### src/rtl/op_decoder_if.sv
// ============================================================================
// Module   : op_decoder_if
// Brief    : Handshake/control bundle between front end and op_decoder_seq.
// Revision : 1.0
// ============================================================================
`default_nettype none

interface op_decoder_if #(
    parameter int SEL_W = 3
);
    localparam int OUT_W = 1 << SEL_W;

    logic             enable;
    logic [SEL_W-1:0] select;
    logic             in_valid;
    logic             in_ready;
    logic             flush;
    logic [OUT_W-1:0] op_onehot;
    logic [SEL_W-1:0] op_code;
    logic             op_active;
    logic             op_last;
    logic             done;

    modport master (
        output enable, select, in_valid, flush,
        input  in_ready, op_onehot, op_code, op_active, op_last, done
    );

    modport slave (
        input  enable, select, in_valid, flush,
        output in_ready, op_onehot, op_code, op_active, op_last, done
    );
endinterface

`default_nettype wire

### src/rtl/op_decoder_seq.sv
// ============================================================================
// Module   : op_decoder_seq
// Brief    : Registered one-hot op decoder with accept handshake, per-opcode
//            multi-cycle hold, done pulse and flush.
// Revision : 1.0
// ============================================================================
`default_nettype none

module op_decoder_seq #(
    parameter int                      SEL_W        = 3,
    parameter logic [(2**SEL_W)-1:0]   MULTI_MASK   = 8'b1100_0000,
    parameter int                      MULTI_CYCLES = 4
) (
    input  wire            clk,
    input  wire            rst,
    op_decoder_if.slave    bus
);
    localparam int OUT_W = 2 ** SEL_W;
    localparam int CNT_W = $clog2(MULTI_CYCLES);

    localparam logic [0:0]       S_IDLE   = 1'b0;
    localparam logic [0:0]       S_EXEC   = 1'b1;
    localparam logic [CNT_W-1:0] c_CNT_MC = CNT_W'(MULTI_CYCLES - 1);

    logic [0:0]       r_state;
    logic [CNT_W-1:0] r_cnt;
    logic [OUT_W-1:0] r_onehot;
    logic [SEL_W-1:0] r_code;

    logic [0:0]       w_state_nxt;
    logic [CNT_W-1:0] w_cnt_nxt;
    logic [OUT_W-1:0] w_onehot_nxt;
    logic [SEL_W-1:0] w_code_nxt;
    logic             w_ready;
    logic             w_accept;
    logic             w_last;

    // Ready while idle or on the final cycle of an op, so ops chain with no bubble.
    assign w_ready  = ~rst & bus.enable & ~bus.flush &
                      ((r_state == S_IDLE) | (r_cnt == '0));
    assign w_accept = bus.in_valid & w_ready;
    assign w_last   = (r_state == S_EXEC) & (r_cnt == '0);

    always_ff @(posedge clk) begin
        if (rst) begin
            r_state  <= S_IDLE;
            r_cnt    <= '0;
            r_onehot <= '0;
            r_code   <= '0;
        end else begin
            r_state  <= w_state_nxt;
            r_cnt    <= w_cnt_nxt;
            r_onehot <= w_onehot_nxt;
            r_code   <= w_code_nxt;
        end
    end

    always_comb begin
        w_state_nxt  = r_state;
        w_cnt_nxt    = r_cnt;
        w_onehot_nxt = r_onehot;
        w_code_nxt   = r_code;
        if (bus.flush) begin
            w_state_nxt  = S_IDLE;
            w_cnt_nxt    = '0;
            w_onehot_nxt = '0;
            w_code_nxt   = '0;
        end else if (w_accept) begin
            w_state_nxt  = S_EXEC;
            w_onehot_nxt = OUT_W'(1) << bus.select;
            w_code_nxt   = bus.select;
            w_cnt_nxt    = MULTI_MASK[bus.select] ? c_CNT_MC : '0;
        end else if (r_state == S_EXEC) begin
            if (r_cnt != '0) begin
                w_cnt_nxt = r_cnt - CNT_W'(1);
            end else begin
                w_state_nxt  = S_IDLE;
                w_onehot_nxt = '0;
                w_code_nxt   = '0;
            end
        end
    end

    always_comb begin
        bus.in_ready  = w_ready;
        bus.op_onehot = r_onehot;
        bus.op_code   = r_code;
        bus.op_active = |r_onehot;
        bus.op_last   = w_last;
        bus.done      = w_last & ~bus.flush;
    end
endmodule

`default_nettype wire

### src/flat_wrapper.sv
// flat-port wrapper written by rule: the top's interface ports become plain ports
module op_decoder_seq_flat 
#(
    parameter int                      SEL_W        = 3,
    parameter logic [(2**SEL_W)-1:0]   MULTI_MASK   = 8'b1100_0000,
    parameter int                      MULTI_CYCLES = 4
)
  (clk, rst, bus_enable, bus_select, bus_in_valid, bus_flush, bus_in_ready, bus_op_onehot, bus_op_code, bus_op_active, bus_op_last, bus_done);
  op_decoder_if #(.SEL_W(SEL_W)) bus_i ();
  input  wire clk;
  input  wire rst;
  input wire logic [$bits(bus_i.enable)-1:0] bus_enable;
  input wire logic [$bits(bus_i.select)-1:0] bus_select;
  input wire logic [$bits(bus_i.in_valid)-1:0] bus_in_valid;
  input wire logic [$bits(bus_i.flush)-1:0] bus_flush;
  output wire logic [$bits(bus_i.in_ready)-1:0] bus_in_ready;
  output wire logic [$bits(bus_i.op_onehot)-1:0] bus_op_onehot;
  output wire logic [$bits(bus_i.op_code)-1:0] bus_op_code;
  output wire logic [$bits(bus_i.op_active)-1:0] bus_op_active;
  output wire logic [$bits(bus_i.op_last)-1:0] bus_op_last;
  output wire logic [$bits(bus_i.done)-1:0] bus_done;
  assign bus_i.enable = bus_enable;
  assign bus_i.select = bus_select;
  assign bus_i.in_valid = bus_in_valid;
  assign bus_i.flush = bus_flush;
  assign bus_in_ready = bus_i.in_ready;
  assign bus_op_onehot = bus_i.op_onehot;
  assign bus_op_code = bus_i.op_code;
  assign bus_op_active = bus_i.op_active;
  assign bus_op_last = bus_i.op_last;
  assign bus_done = bus_i.done;
  op_decoder_seq #(.SEL_W(SEL_W), .MULTI_MASK(MULTI_MASK), .MULTI_CYCLES(MULTI_CYCLES)) u_core (.clk(clk), .rst(rst), .bus(bus_i));
endmodule
### config.mk
export PLATFORM = sky130hd
export DESIGN_NAME = op_decoder_seq_flat
export DESIGN_NICKNAME = d
export VERILOG_FILES = /design/src/rtl/op_decoder_if.sv /design/src/rtl/op_decoder_seq.sv /design/src/flat_wrapper.sv
export SDC_FILE = /design/constraint.sdc
export NUM_CORES = 1
export LEC_CHECK = 0
export CAP_MARGIN = 10
export CORE_MARGIN = 2
export CORE_UTILIZATION = 28
export DETAILED_ROUTE_END_ITERATION = 10
export DONT_BUFFER_PORTS = 1
export PLACE_DENSITY = 0.51
export SLEW_MARGIN = 20
export SYNTH_ARGS = -nofsm -noshare
export SYNTH_HDL_FRONTEND = slang
export SYNTH_SLANG_ARGS = --single-unit
### constraint.sdc
create_clock -name clk -period 1.9 [get_ports clk]
set_input_delay 0.285 -clock clk [delete_from_list [all_inputs] [get_ports clk]]
set_output_delay 0.285 -clock clk [all_outputs]
set_load 0.02 [all_outputs]
==> impl_metrics.json, run 1 <==
{
  "reg2reg_from": "u_core.r_cnt[0]",
  "die_area_um2": 2810,
  "ioPinCount": 23,
  "clockPowerShare_pct": 39.6,
  "startpoint": "u_core.r_cnt[0]",
  "area_growth_syn_to_layout_pct": 9.87,
  "timing_worst_slew_pin_value_ns": 0.314,
  "detail_route.first_pass.iterations": 4,
  "use_met3_pct": 4.80,
  "crit_path_max_fanout": 4,
  "hold_violation_total_from_the_final_report": 0,
  "gp_congestion": 0.741,
  "fin_area_um2": 738,
  "antenna-diode-count": 0,
  "powerDensity_nw_per_um2": 757,
  "synth.yosys.seq_area_share_pct": 41.7,
  "cts-resized-gates": 0,
  "final_min_period_over_clock_period_pct": 91.7,
  "p_switching_mw": 0.133,
  "worst_clock_skew_ns": 0.00378,
  "reg2reg_depth": 5,
  "hold_ws_ns": 0.0856,
  "clk_pin_slew_worst_paths_ns": 0.09,
  "post_synthesis_cells": 70,
  "portBuffers": 0,
  "avgSynthCellArea_um2": 9.60,
  "synth-warning-count": 0,
  "register_bit_count_reported_by_yosys": 14,
  "sw_frac_of_total_pct": 23.8,
  "mappedNetlistArea_um2": 672,
  "clock_tree.htree_level_count": 1,
  "max-cap-violations": 0,
  "synth.net_count": 79,
  "post-cts-setup-buffer-count": 0,
  "clk_path_buf_depth": 2,
  "post_layout_min_period_ns": 1.74,
  "timing.final.setup_violations": 0,
  "initial_utilization_pct": 30.1,
  "relSlewSlack_pct": 78.8,
  "synthDistinctLibCells": 30,
  "die_width_um": 53.0,
  "min-delay-path-class": "in -> reg",
  "drt_antenna_net_count": 0,
  "clock-root-buffer": "sky130_fd_sc_hd__clkbuf_4",
  "placement_rows": 17,
  "drt-wirelength-per-cell_um": 15.5,
  "layout-drive-gt1-share_pct": 13.5,
  "worst_ep_arrival_time_ns": 1.46,
  "global_route.peak_usage_layer": "met2",
  "max_slew_violations": 0,
  "vdd_ir_drop_max_mv": 0.398,
  "drt_iter0_drc": 18,
  "post_drt_via_cell_ratio": 5.65,
  "ff2ff_setup_slack_ns": 0.26,
  "rsz0062_at_grt": "false",
  "numCtsBuffers": 3,
  "crit_required_ns": 1.62,
  "rr_endpoint": "u_core.bus.op_onehot[5]",
  "status": "complete, no violations",
  "number_of_remaining_drc_errors": 0,
  "chipHeight_um": 53.0,
  "grtUsageTotal_pct": 13.8,
  "detailroute.via_count": 576,
  "seqPwrFrac_pct": 53.5,
  "core-area_um2": 2230,
  "fmax_ghz": 0.574,
  "count_of_hold_fix_buffers_inserted_at_cts": 0,
  "p_int_mw": 0.426,
  "worstSkewPairLatency_ns": 0.28,
  "antenna_found_initial": 0,
  "criticalPathCategory": "reg -> out",
  "first_pass_grt_wire_length_um": 2700,
  "layout.nets": 84,
  "placement.cell_area_um2": 699,
  "cts.sink_count": 14,
  "global_route.usage.met2_pct": 19.2,
  "crit_path_end": "bus_done",
  "routed_wirelength_um": 1590,
  "start_kind": "flip-flop",
  "worstSetupEndpointType": "primary output",
  "leakagePower_nw": 0.290,
  "detailedPlacementHpwl_um": 1170,
  "global_route.usage.met1_pct": 17.6,
  "globalRouteOverflowTotal": 0,
  "grt_max_degree": 11,
  "setup_total_negative_slack_ns": 0,
  "grt_pass1_vias": 574,
  "total_power_mw": 0.559,
  "cts_tree": "yes",
  "combinational_share_of_power_pct": 6.9
}
-- final cells by class --
class	instances	area (um2)
Sequential cell	14	280
Timing Repair Buffer	3	22.5
Multi-Input combinational cell	50	353
Inverter	3	11.3
Tap cell	28	35.0
Clock buffer	4	36.3
Fill cell	236	1500
-- cell usage in the layout, fill, tap and decap left out, types with 2 or more instances in the layout --
cell	synthesis	final
sky130_fd_sc_hd__o41ai_1	2	2
sky130_fd_sc_hd__inv_1	3	3
sky130_fd_sc_hd__o311ai_0	3	3
sky130_fd_sc_hd__o311ai_1	2	2
sky130_fd_sc_hd__a21oi_1	2	2
sky130_fd_sc_hd__clkbuf_4	0	3
sky130_fd_sc_hd__buf_4	1	3
sky130_fd_sc_hd__a211oi_1	2	2
sky130_fd_sc_hd__nand2_1	8	8
sky130_fd_sc_hd__nand3_1	3	3
sky130_fd_sc_hd__dfxtp_1	14	14
sky130_fd_sc_hd__o31ai_1	4	4
sky130_fd_sc_hd__and2_1	2	2
sky130_fd_sc_hd__nor2_1	2	2
sky130_fd_sc_hd__nor4_1	2	2
sky130_fd_sc_hd__mux2i_1	4	4
-- flip-flops by register name, indices dropped and copies added, names as in the netlist --
register,cells
u_core.bus.op_onehot,8
u_core.bus.op_code,3
u_core.r_cnt,2
u_core.r_state,1
-- critical path, stage by stage (launching register included) --
cell and delay, ns:
sky130_fd_sc_hd__dfxtp_1 0.33, sky130_fd_sc_hd__inv_1 0.06, sky130_fd_sc_hd__ha_1 0.20, sky130_fd_sc_hd__and2_1 0.27, sky130_fd_sc_hd__nor2b_2 0.31
-- per-layer routing --
metal / vias to the layer above / share of wire, %
li1: 278 / -
met1: 273 / 46
met2: 18 / 44
met3: 7 / 6.7
met4: 0 / 3.6
met5: - / 0
-- through the flow --
stage	cells	setup slack, ns	utilization [%]
after global placement	98	0.322	31.3
after floorplan	70	0.192	-
after global routing	102	0.0581	33.1
after detailed placement	98	0.289	31.3
after CTS	102	0.0447	32.9
final	102	0.157	33.1
-- Yosys cell counts (all sizes together) --
| cell | instances | area [um2] |
|---|---|---|
| nor4 | 2 | 12.5 |
| and3 | 1 | 6.26 |
| a211oi | 3 | 27.5 |
| or2 | 1 | 6.26 |
| and2 | 2 | 12.5 |
| o311ai | 5 | 43.8 |
| o2bb2ai | 1 | 8.76 |
| nor2 | 2 | 7.51 |
| inv | 3 | 11.3 |
| a2bb2o | 1 | 10.0 |
| ha | 1 | 12.5 |
| mux2i | 4 | 40.0 |
| nand3 | 3 | 15.0 |
| a21oi | 2 | 10.0 |
| dfxtp | 14 | 280 |
| or3 | 1 | 11.3 |
| o21a | 1 | 7.51 |
| nand2 | 8 | 30.0 |
| o41ai | 2 | 17.5 |
| nor2b | 1 | 6.26 |
| nand3b | 1 | 7.51 |
| and2b | 1 | 7.51 |
| nand2b | 1 | 6.26 |
| o31ai | 4 | 30.0 |
| o21ai | 1 | 5.00 |
| buf | 3 | 30.0 |
| and4 | 1 | 8.76 |
-- power by group through the flow --
| stage | clock network, mW | logic (mW) | registers [mW] |
|---|---|---|---|
| finish | 0.221 | 0.0386 | 0.299 |
| global route | 0.246 | 0.0433 | 0.300 |
| CTS | 0.229 | 0.0386 | 0.299 |
| detailed placement | 0 | 0.0382 | 0.306 |
| global placement | 0 | 0.0390 | 0.306 |
| floorplan | 0 | 0.0319 | 0.305 |
-- logic make-up after synthesis --
group           count (synthesis)  synth area share [%]
flops                          14                  41.7
mux                             4                  5.96
compound gates                 20                  23.8
fa+ha+maj                       1                  1.86
buf+inv                         6                  6.15
simple gates                   25                  20.5
-- worst min-delay path by stage --
stage,cells after the start,slack [ns],start,to
2_1_floorplan,1,0.37,bus_select[0],u_core.bus.op_onehot[6]
3_3_place_gp,1,0.38,bus_select[0],u_core.bus.op_onehot[6]
3_5_place_dp,1,0.38,bus_select[0],u_core.bus.op_onehot[6]
4_1_cts,1,0.07,bus_select[0],u_core.bus.op_onehot[6]
5_1_grt,1,0.07,bus_select[0],u_core.bus.op_onehot[4]
6_report,1,0.09,bus_select[0],u_core.bus.op_onehot[6]
No activity file was read; power rests on OpenSTA's default activity.
==> inputs of run 2 (changes only) <==
- CORE_MARGIN: 2 -> default
- clock period: 1.9 -> 2 ns (I/O delays scaled with it)
==> run 2 against run 1 <==
  * Die area down 7.4%
  * Non-clock buffer count down 2
  * Clock skew down 0.0010 ns
  * Clock power down 29%
  * Clock-buffer cell count down 1
  * Via count down 5.9%
  * Core utilization down 1.4 points
  * Routed wire length down 6.0%
  * Worst setup slack better by 0.029 ns
  * Critical path type unchanged
  * Largest cell class unchanged
  * Largest power group unchanged
==> impl_metrics.json, run 2 (synthesis gave the netlist of run 1 again) <==
{
  "status": "complete, no violations",
  "number_of_remaining_drc_errors": 0,
  "criticalPathCategory": "reg -> out",
  "clockPowerShare_pct": 33.0,
  "first_pass_grt_wire_length_um": 2350,
  "drt_antenna_net_count": 0,
  "count_of_hold_fix_buffers_inserted_at_cts": 0,
  "placement_rows": 17,
  "layout.cells.most_common_list": "sky130_fd_sc_hd__dfxtp_1, sky130_fd_sc_hd__nand2_1, sky130_fd_sc_hd__o31ai_1, sky130_fd_sc_hd__mux2i_1",
  "placement.cell_area_um2": 684,
  "rsz0062_at_grt": "false",
  "post_layout_min_period_ns": 1.81,
  "clk_path_buf_depth": 2,
  "worstSkewPairLatency_ns": 0.27,
  "clk_pin_slew_worst_paths_ns": 0.08,
  "crit_path_end": "bus_done",
  "fmax_ghz": 0.551,
  "antenna_found_initial": 0,
  "timing_worst_slew_pin_value_ns": 0.526,
  "drt_iter0_drc": 10,
  "grt_pass1_vias": 484,
  "max_slew_violations": 0,
  "startpoint": "u_core.r_cnt[0]",
  "portBuffers": 0,
  "max-cap-violations": 0,
  "area_growth_syn_to_layout_pct": 5.21,
  "die_width_um": 51.0,
  "initial_utilization_pct": 30.1,
  "layout.nets": 82,
  "min-delay-path-class": "in -> reg",
  "layout-drive-gt1-share_pct": 8.45,
  "globalRouteOverflowTotal": 0,
  "cts_tree": "yes",
  "reg2reg_from": "u_core.r_cnt[0]",
  "post_drt_via_cell_ratio": 5.47,
  "gp_congestion": 0.692,
  "worst_ep_arrival_time_ns": 1.51,
  "setup_total_negative_slack_ns": 0,
  "worst_clock_skew_ns": 0.00274,
  "core-area_um2": 2230,
  "timing.final.setup_violations": 0,
  "cts.sink_count": 14,
  "detailroute.via_count": 542,
  "total_area_of_multi_input_combinational_cells_um2": 350,
  "total_power_mw": 0.475,
  "commonest_non_fill_non_tap_cell_in_the_layout": "sky130_fd_sc_hd__dfxtp_1",
  "detailedPlacementHpwl_um": 1090,
  "clock_tree.htree_level_count": 1,
  "hold_violation_total_from_the_final_report": 0,
  "detail_route.first_pass.iterations": 4,
  "sw_frac_of_total_pct": 23.8,
  "ff_latch_area_um2": 280,
  "worstSetupEndpointType": "primary output",
  "routed_wirelength_um": 1490,
  "reg2reg_depth": 5,
  "chipHeight_um": 51.0,
  "fin_ws_ns": 0.186,
  "seqPwrFrac_pct": 59.8,
  "drt-wirelength-per-cell_um": 15.1,
  "relSlewSlack_pct": 64.8,
  "rr_endpoint": "u_core.bus.op_onehot[4]",
  "powerDensity_nw_per_um2": 672,
  "grtUsageTotal_pct": 12.8,
  "final_min_period_over_clock_period_pct": 90.7,
  "p_switching_mw": 0.113,
  "fin_area_um2": 707,
  "p_int_mw": 0.362,
  "numCtsBuffers": 3,
  "nFillCells": 235,
  "post-cts-setup-buffer-count": 0,
  "vdd_ir_drop_max_mv": 0.388,
  "ff2ff_setup_slack_ns": 0.24,
  "ioPinCount": 23,
  "largest_reg_flops": 8,
  "leakagePower_nw": 0.272,
  "crit_path_max_fanout": 4,
  "die_area_um2": 2600,
  "combinational_share_of_power_pct": 7.3,
  "start_kind": "flip-flop",
  "antenna-diode-count": 0,
  "cts-resized-gates": 0,
  "crit_required_ns": 1.70,
  "grt_max_degree": 11,
  "clock-root-buffer": "sky130_fd_sc_hd__clkbuf_4",
  "dp_worst_setup_slack_ns": 0.255
}
==> run 2: cell types whose count changed in the layout (fill, tap and decap cells not counted), sizes merged <==
cell    change
buf         -2
clkbuf      -1
==> run 2: cell type report <==
type,instances,share of cell area [%]
sequential,14,39.6
multi-input combinational,50,49.6
clock buffer,3,3.19
tap,28,4.96
timing repair buffer,1,1.06
inverter,3,1.59
==> run 2: worst min path at each step <==
| stage | endpoint | start | slack [ns] | depth (start not counted) |
|---|---|---|---|---|
| finish | u_core.bus.op_onehot[6] | bus_select[0] | 0.10 | 1 |
| global route | u_core.bus.op_onehot[5] | bus_select[1] | 0.1 | 1 |
| CTS | u_core.bus.op_onehot[6] | bus_select[0] | 0.10 | 1 |
| detailed placement | u_core.bus.op_onehot[6] | bus_select[0] | 0.39 | 1 |
| global placement | u_core.bus.op_onehot[6] | bus_select[0] | 0.39 | 1 |
| floorplan | u_core.bus.op_onehot[6] | bus_select[0] | 0.39 | 1 |
==> run 2: per-stage QoR <==
step	util, %	hold WS, ns	instances
2_1_floorplan	-	0.388	70
3_3_place_gp	30.6	0.393	96
3_5_place_dp	30.6	0.393	96
4_1_cts	31.7	0.101	99
5_1_grt	31.7	0.0997	99
6_report	31.7	0.102	99
==> run 2: per-layer routing <==
layer | vias up | part of all wire (%) | global-route usage [%]
li1 | 274 | - | -
met1 | 252 | 50 | 16.8
met2 | 12 | 42 | 17.1
met3 | 4 | 5.7 | 4.76
met4 | 0 | 2.4 | 8.33
met5 | - | 0 | 0
==> run 2: critical path, stage by stage, from the launching register on <==
cell and delay, ns:
sky130_fd_sc_hd__dfxtp_1 0.33, sky130_fd_sc_hd__inv_1 0.06, sky130_fd_sc_hd__ha_1 0.19, sky130_fd_sc_hd__and2_1 0.27, sky130_fd_sc_hd__nor2b_1 0.39
==> run 2: power by group through the flow <==
stage | clock, mW | combinational [mW] | sequential (mW)
finish | 0.157 | 0.0346 | 0.284
global route | 0.173 | 0.0386 | 0.285
CTS | 0.158 | 0.0344 | 0.284
detailed placement | 0 | 0.0343 | 0.291
global placement | 0 | 0.0351 | 0.291
floorplan | 0 | 0.0303 | 0.290
